### src/rtl/flash_pkg.sv
// Shared definitions for the flash-to-RAM loader: state encoding, flash
// address width and the default flash_ready timeout.
package flash_pkg;

  localparam int FL_AW                  = 22;
  localparam int TIMEOUT_CYCLES_DEFAULT = 4096;

  typedef enum logic [2:0] {
    ST_IDLE,
    ST_ISSUE,
    ST_WAIT_LOW,
    ST_WAIT_HIGH,
    ST_WRITE,
    ST_DONE,
    ST_ERR
  } state_e;

  // Flash word address of the n-th word of a copy; wraps modulo 2^FL_AW.
  function automatic logic [FL_AW-1:0] fl_word_addr(input logic [FL_AW-1:0] base,
                                                    input logic [15:0]      offset);
    return base + FL_AW'(offset);
  endfunction

endpackage

### src/rtl/flash_loader_if.sv
// Flash-controller and RAM write buses driven by the loader (master) and
// served by the surrounding system (slave).
interface flash_loader_if #(
  parameter int RAM_AW = 18
);
  import flash_pkg::*;

  logic [FL_AW-1:0]  fl_addr;
  logic              fl_read_ctrl;
  logic [15:0]       fl_data;
  logic              fl_ready;

  logic [RAM_AW-1:0] ram_addr;
  logic [15:0]       ram_wdata;
  logic              ram_we;
  logic              ram_ack;

  modport master (
    output fl_addr, fl_read_ctrl,
    input  fl_data, fl_ready,
    output ram_addr, ram_wdata, ram_we,
    input  ram_ack
  );

  modport slave (
    input  fl_addr, fl_read_ctrl,
    output fl_data, fl_ready,
    input  ram_addr, ram_wdata, ram_we,
    output ram_ack
  );

endinterface

### src/rtl/flash_wd_timer.sv
// Watchdog for one flash_ready wait phase: clear on entry, count while the
// awaited level is absent, flag expiry on the last permitted cycle.
module flash_wd_timer #(
  parameter int TIMEOUT_CYCLES = 4096
) (
  input  logic clk,
  input  logic rst,
  input  logic clr_i,
  input  logic en_i,
  output logic expired_o
);

  localparam int CW = $clog2(TIMEOUT_CYCLES + 1);

  logic [CW-1:0] cnt_q;

  assign expired_o = en_i && (cnt_q == CW'(TIMEOUT_CYCLES - 1));

  // NOTE: state registers use non-blocking assignment so every flop samples
  // pre-edge values regardless of the order in which blocks evaluate.
  always_ff @(posedge clk) begin
    if (rst) begin
      cnt_q <= '0;
    end else if (clr_i) begin
      cnt_q <= '0;
    end else if (en_i && !expired_o) begin
      cnt_q <= cnt_q + CW'(1);
    end
  end

endmodule

### src/rtl/flash_loader.sv
// Copies word_count 16-bit words from the toggle-handshake flash controller
// into RAM, one read/write pair at a time, with a timeout on each flash wait.
module flash_loader
  import flash_pkg::*;
#(
  parameter int TIMEOUT_CYCLES = TIMEOUT_CYCLES_DEFAULT,
  parameter int RAM_AW         = 18
) (
  input  logic              clk,
  input  logic              rst,
  input  logic              start,
  input  logic [FL_AW-1:0]  src_base,
  input  logic [RAM_AW-1:0] dst_base,
  input  logic [15:0]       word_count,
  output logic              busy,
  output logic              done,
  output logic              error,
  output logic [15:0]       words_done,
  flash_loader_if.master    bus
);

  state_e            state_q;
  logic [FL_AW-1:0]  src_q;
  logic [RAM_AW-1:0] dst_q;
  logic [15:0]       count_q;
  logic [15:0]       words_done_q;
  logic [FL_AW-1:0]  fl_addr_q;
  logic              fl_read_ctrl_q;
  logic [RAM_AW-1:0] ram_addr_q;
  logic [15:0]       ram_wdata_q;
  logic              ram_we_q;
  logic              busy_q;
  logic              done_q;
  logic              error_q;

  logic              wd_clr;
  logic              wd_en;
  logic              wd_expired;
  logic [15:0]       words_inc;

  assign words_inc = words_done_q + 16'd1;

  // NOTE: every signal written here gets a default first, so no path through
  // the case leaves it unassigned and no latch is inferred.
  always_comb begin
    wd_clr = 1'b1;
    wd_en  = 1'b0;
    case (state_q)
      ST_WAIT_LOW: begin
        wd_clr = !bus.fl_ready;
        wd_en  = bus.fl_ready;
      end
      ST_WAIT_HIGH: begin
        wd_clr = 1'b0;
        wd_en  = !bus.fl_ready;
      end
      default: ;
    endcase
  end

  flash_wd_timer #(
    .TIMEOUT_CYCLES(TIMEOUT_CYCLES)
  ) u_wd_timer (
    .clk      (clk),
    .rst      (rst),
    .clr_i    (wd_clr),
    .en_i     (wd_en),
    .expired_o(wd_expired)
  );

  always_ff @(posedge clk) begin
    if (rst) begin
      state_q        <= ST_IDLE;
      src_q          <= '0;
      dst_q          <= '0;
      count_q        <= '0;
      words_done_q   <= '0;
      fl_addr_q      <= '0;
      fl_read_ctrl_q <= 1'b0;
      ram_addr_q     <= '0;
      ram_wdata_q    <= '0;
      ram_we_q       <= 1'b0;
      busy_q         <= 1'b0;
      done_q         <= 1'b0;
      error_q        <= 1'b0;
    end else begin
      case (state_q)
        ST_IDLE, ST_DONE, ST_ERR: begin
          if (start) begin
            src_q        <= src_base;
            dst_q        <= dst_base;
            count_q      <= word_count;
            words_done_q <= '0;
            error_q      <= 1'b0;
            if (word_count == 16'd0) begin
              state_q <= ST_DONE;
              busy_q  <= 1'b0;
              done_q  <= 1'b1;
            end else begin
              state_q   <= ST_ISSUE;
              busy_q    <= 1'b1;
              done_q    <= 1'b0;
              // Address is presented during ISSUE, ahead of the toggle edge.
              fl_addr_q <= src_base;
            end
          end
        end

        ST_ISSUE: begin
          fl_read_ctrl_q <= ~fl_read_ctrl_q;
          state_q        <= ST_WAIT_LOW;
        end

        ST_WAIT_LOW: begin
          if (!bus.fl_ready) begin
            state_q <= ST_WAIT_HIGH;
          end else if (wd_expired) begin
            state_q <= ST_ERR;
            busy_q  <= 1'b0;
            error_q <= 1'b1;
          end
        end

        ST_WAIT_HIGH: begin
          if (bus.fl_ready) begin
            ram_wdata_q <= bus.fl_data;
            ram_addr_q  <= dst_q + RAM_AW'(words_done_q);
            ram_we_q    <= 1'b1;
            state_q     <= ST_WRITE;
          end else if (wd_expired) begin
            state_q <= ST_ERR;
            busy_q  <= 1'b0;
            error_q <= 1'b1;
          end
        end

        ST_WRITE: begin
          if (bus.ram_ack) begin
            ram_we_q     <= 1'b0;
            words_done_q <= words_inc;
            if (words_inc == count_q) begin
              state_q <= ST_DONE;
              busy_q  <= 1'b0;
              done_q  <= 1'b1;
            end else begin
              state_q   <= ST_ISSUE;
              fl_addr_q <= fl_word_addr(src_q, words_inc);
            end
          end
        end

        default: begin
          state_q  <= ST_IDLE;
          busy_q   <= 1'b0;
          ram_we_q <= 1'b0;
        end
      endcase
    end
  end

  assign bus.fl_addr      = fl_addr_q;
  assign bus.fl_read_ctrl = fl_read_ctrl_q;
  assign bus.ram_addr     = ram_addr_q;
  assign bus.ram_wdata    = ram_wdata_q;
  assign bus.ram_we       = ram_we_q;
  assign busy             = busy_q;
  assign done             = done_q;
  assign error            = error_q;
  assign words_done       = words_done_q;

endmodule

### src/flat_wrapper.sv
// flat-port wrapper written by rule: the top's interface ports become plain ports
module flash_loader_flat import flash_pkg::*;
#(
  parameter int TIMEOUT_CYCLES = TIMEOUT_CYCLES_DEFAULT,
  parameter int RAM_AW         = 18
)
  (clk, rst, start, src_base, dst_base, word_count, busy, done, error, words_done, bus_fl_addr, bus_fl_read_ctrl, bus_fl_data, bus_fl_ready, bus_ram_addr, bus_ram_wdata, bus_ram_we, bus_ram_ack);
  flash_loader_if #(.RAM_AW(RAM_AW)) bus_i ();
  input  logic clk;
  input  logic rst;
  input  logic start;
  input  logic [FL_AW-1:0] src_base;
  input  logic [RAM_AW-1:0] dst_base;
  input  logic [15:0] word_count;
  output logic busy;
  output logic done;
  output logic error;
  output logic [15:0] words_done;
  output wire logic [$bits(bus_i.fl_addr)-1:0] bus_fl_addr;
  output wire logic [$bits(bus_i.fl_read_ctrl)-1:0] bus_fl_read_ctrl;
  input wire logic [$bits(bus_i.fl_data)-1:0] bus_fl_data;
  input wire logic [$bits(bus_i.fl_ready)-1:0] bus_fl_ready;
  output wire logic [$bits(bus_i.ram_addr)-1:0] bus_ram_addr;
  output wire logic [$bits(bus_i.ram_wdata)-1:0] bus_ram_wdata;
  output wire logic [$bits(bus_i.ram_we)-1:0] bus_ram_we;
  input wire logic [$bits(bus_i.ram_ack)-1:0] bus_ram_ack;
  assign bus_fl_addr = bus_i.fl_addr;
  assign bus_fl_read_ctrl = bus_i.fl_read_ctrl;
  assign bus_i.fl_data = bus_fl_data;
  assign bus_i.fl_ready = bus_fl_ready;
  assign bus_ram_addr = bus_i.ram_addr;
  assign bus_ram_wdata = bus_i.ram_wdata;
  assign bus_ram_we = bus_i.ram_we;
  assign bus_i.ram_ack = bus_ram_ack;
  flash_loader #(.TIMEOUT_CYCLES(TIMEOUT_CYCLES), .RAM_AW(RAM_AW)) u_core (.clk(clk), .rst(rst), .start(start), .src_base(src_base), .dst_base(dst_base), .word_count(word_count), .busy(busy), .done(done), .error(error), .words_done(words_done), .bus(bus_i));
endmodule
### config.mk
export PLATFORM = sky130hd
export DESIGN_NAME = flash_loader_flat
export DESIGN_NICKNAME = d
export VERILOG_FILES = /design/src/rtl/flash_pkg.sv /design/src/rtl/flash_loader_if.sv /design/src/rtl/flash_wd_timer.sv /design/src/rtl/flash_loader.sv /design/src/flat_wrapper.sv
export SDC_FILE = /design/constraint.sdc
export NUM_CORES = 1
export LEC_CHECK = 0
export BUFFER_PORTS_ARGS = -buffer_cell sky130_fd_sc_hd__buf_2
export CORE_MARGIN = 2
export CORE_UTILIZATION = 49
export DETAILED_ROUTE_END_ITERATION = 6
export PLACE_DENSITY = 0.72
export SETUP_SLACK_MARGIN = 0.1
export SYNTH_ARGS = -nofsm -noshare
export SYNTH_HDL_FRONTEND = slang
export SYNTH_SLANG_ARGS = --single-unit
### constraint.sdc
create_clock -name clk -period 9.95 [get_ports clk]
set_input_delay 1.99 -clock clk [delete_from_list [all_inputs] [get_ports clk]]
set_output_delay 1.99 -clock clk [all_outputs]
set_load 0.005 [all_outputs]
==> results.md <==
* Drt wl/cell at about 16 um
* Die height at roughly 130 um
* Final worst setup slack at just under 6000 ps
* Synth Area per Inst at 7.75 um^2
* Post-DR vias/cell at around 5.6
* Final hold vios at 0
* CP Class: flop to flop
* Antenna-violating nets left at 0
* WP data required at 10,280 ps
* Crit path capture type: flop
* Starting density of the core at 0.503
* Max_cap viols at 0
* CP startpoint kind: flop
* Post-synth EDFFs at 0
* Worst Hold Margin at 448 ps
* Net Count, Synth at 1,198
* Status: finished clean
* Final period utilization at 0.403
* Setup Skew at around 13 ps
* Worst IR drop on VDD at between 100 and 150 uV
* Flops & latches, synth at 149
* Sequential share of power at 0.415
* Least-Margin Pin Slew at approximately 1100 ps
* Die area at ~0.018 mm^2
* Hold Path Class: flop to flop
* Clock power frac at 0.353
* Async set or reset register ratio after synthesis at 0
* Sw Ratio at 0.328
* Final setup fails at 0
* DR vias at roughly 8,000
* CTS tree: done
* Switching Power at about 0.57 mW
* Hold depth at 2
* Cell Int Power at roughly 1.2 mW
* Pin count of the biggest net entering global routing at 90
* Gate power share at 0.232
* CTS H-tree depth at 4
* Num ports at between 150 and 200
* Dpl ws at 6010 ps
* Antenna diodes at 0
* Seq/Total Area, Yosys at 0.356
* Pwr dens at about 180 mW/mm^2
* Non-Filler Instances at around 1,400
* CP arrival at between 4000 and 5000 ps
* YS warnings at 0
* Fillers at 1,591
* DRT Pass-1 Iters at 5
* Placed cells at between 1,000 and 1,500
* Global-route wire length before repair at 36.6 mm
* Setup_tns at 0 ps
* Layout cell share with drive strength beyond 1 at 0.186
* Cts repair resizes at 0
* Grt ovf at 0
* CTS Buf Count at 17
* Postcts setup bufs at 0
* Clk sinks at 149
* Clk_lat worst skew at 430 ps
* IO buf count at around 150
* Final #Nets at 1,310
* Hold-fix buffers, CTS at 0
* RSZ-0062 raised after global routing: false
* Max Freq at approximately 0.25 GHz
* Initial antenna violation count at 0
* Cells after synthesis at 1,080
* DP Wirelength at 16.1 mm
* Routability cong. at 0.914
* CTS Buffer Depth at 2
* Hold Crit Start: u_core.bus.ram_addr[7]$_SDFFE_PP0P_
* Aggregate global-route resource usage at 0.251
* Leak at between 4 and 5 nW
* Synth-to-Final Area Change at 16.5%
* CP startpoint: u_core.words_done[0]$_SDFFE_PP0P_
* Vias in the first global route at around 7,200
* Worst slew margin at 0.274
* Root Driver: clkbuf_16
* Ys flop type: dfxtp_1
* DRC viols at 0
* Post-Route WL at between 20 and 25 mm
* Critical path peak fanout at 12
* Iter 0 DRT Violations at around 650
* DIE WIDTH at ~130 um
* Pins Over Slew Limit at 0
* Clk slew on worst S/H paths at ~60 ps
* Cells on worst reg2reg path at 13
* Core Util, Final at 0.586
* Crit path time final at 4010 ps
* Cell Area, Synth at approximately 0.0084 mm^2
* # rows at between 40 and 50
* Reg-to-Reg Start: u_core.words_done[0]$_SDFFE_PP0P_
* Synth cell types at 71
* Core area at 0.0166 mm^2
-- state kept, by name, indices dropped and copies added (netlist names), 13 cells and up --
signal / cells
u_core.u_wd_timer.cnt_q: 13
u_core.words_done: 16
u_core.bus.ram_wdata: 16
u_core.dst_q: 18
u_core.count_q: 16
u_core.src_q: 22
u_core.bus.fl_addr: 22
u_core.bus.ram_addr: 18
-- synthesized netlist by cell type, types with 14 or more instances --
library cell / number / area, um^2
a21o_1: 14 / 105
a21oi_1: 151 / 756
xor2_1: 24 / 210
nand3_1: 29 / 145
ha_1: 39 / 488
nor2_1: 69 / 259
dfxtp_1: 149 / 2980
inv_1: 21 / 78.8
o21ai_0: 36 / 180
nand2_1: 232 / 871
clkbuf_1: 50 / 188
nor3_1: 20 / 100
xnor2_1: 30 / 263
-- through the flow --
stage | total power, mW | instance area (um^2)
final | 1.74 | 9750
after global routing | 1.83 | 9750
after CTS | 1.75 | 9750
after detailed placement | 1.14 | 9190
after global placement | 1.13 | 9190
after floorplan | 1.01 | 8370
-- final timing paths --
check	endpoint	slack [ps]
hold / removal	u_core.bus.ram_addr[7]$_SDFFE_PP0P_	450
setup reg to reg	u_core.bus.fl_addr[20]$_SDFFE_PP0P_	5940
hold reg to reg	u_core.bus.ram_addr[7]$_SDFFE_PP0P_	450
setup / recovery	u_core.bus.fl_addr[20]$_SDFFE_PP0P_	5940
-- logic make-up after synthesis --
family / Yosys count / synth area share
and+or+nand+nor: 444 / 0.244
AOI/OAI and AO/OA: 288 / 0.214
DFF: 149 / 0.356
buffers and inverters: 91 / 0.0450
xor gates and xnor gates: 57 / 0.0649
adders and majority gates: 41 / 0.0631
muxes: 10 / 0.0124
-- critical path, stage by stage (launching register included) --
cell      delay, ps
dfxtp_1         640
ha_1            410
and4_1          410
nand2_1         140
xnor2_1         330
ha_1            360
o21ai_0         240
nor4_1           80
a21oi_1         380
a211oi_1        180
nor2_1          260
mux2i_1         220
o211ai_1         90
a21oi_1         150
-- per-layer routing --
layer  part of all wire  wire length, um  up-vias  track usage
met2               0.46            10500      258        0.396
met4              0.018              416        0       0.0772
met1               0.46            10500     3718        0.351
met3              0.060             1380       28       0.0447
met5                  0                0        -            0
li1                   -                -     4033            -
-- power by group through the flow --
stage	combinational (mW)	clock, mW	sequential [mW]
6_report	0.404	0.612	0.720
5_1_grt	0.456	0.645	0.730
4_1_cts	0.406	0.620	0.720
3_5_place_dp	0.404	0	0.732
3_3_place_gp	0.395	0	0.731
2_1_floorplan	0.296	0	0.717
-- cell type report --
class	instances	area [um^2]	share of cell area
clock buffers	20	467	0.0478
inverters	23	86.3	0.00885
well taps	220	275	0.0282
clock inverters	12	93.8	0.00962
repair buffers	161	828	0.0849
multi-input cells	840	5020	0.515
flip-flops and latches	149	2980	0.306
-- cells in the final DEF (no fill, tap or decap), types with 19 or more instances in the layout --
| cell | instances |
|---|---|
| ha_1 | 39 |
| nand3_1 | 29 |
| a21oi_1 | 151 |
| dfxtp_1 | 149 |
| nor3_1 | 19 |
| xnor2_1 | 30 |
| o21ai_0 | 36 |
| xor2_1 | 24 |
| nor2_1 | 68 |
| buf_2 | 152 |
| nand2_1 | 231 |
| inv_1 | 21 |
No activity file was read; power rests on OpenSTA's default activity.
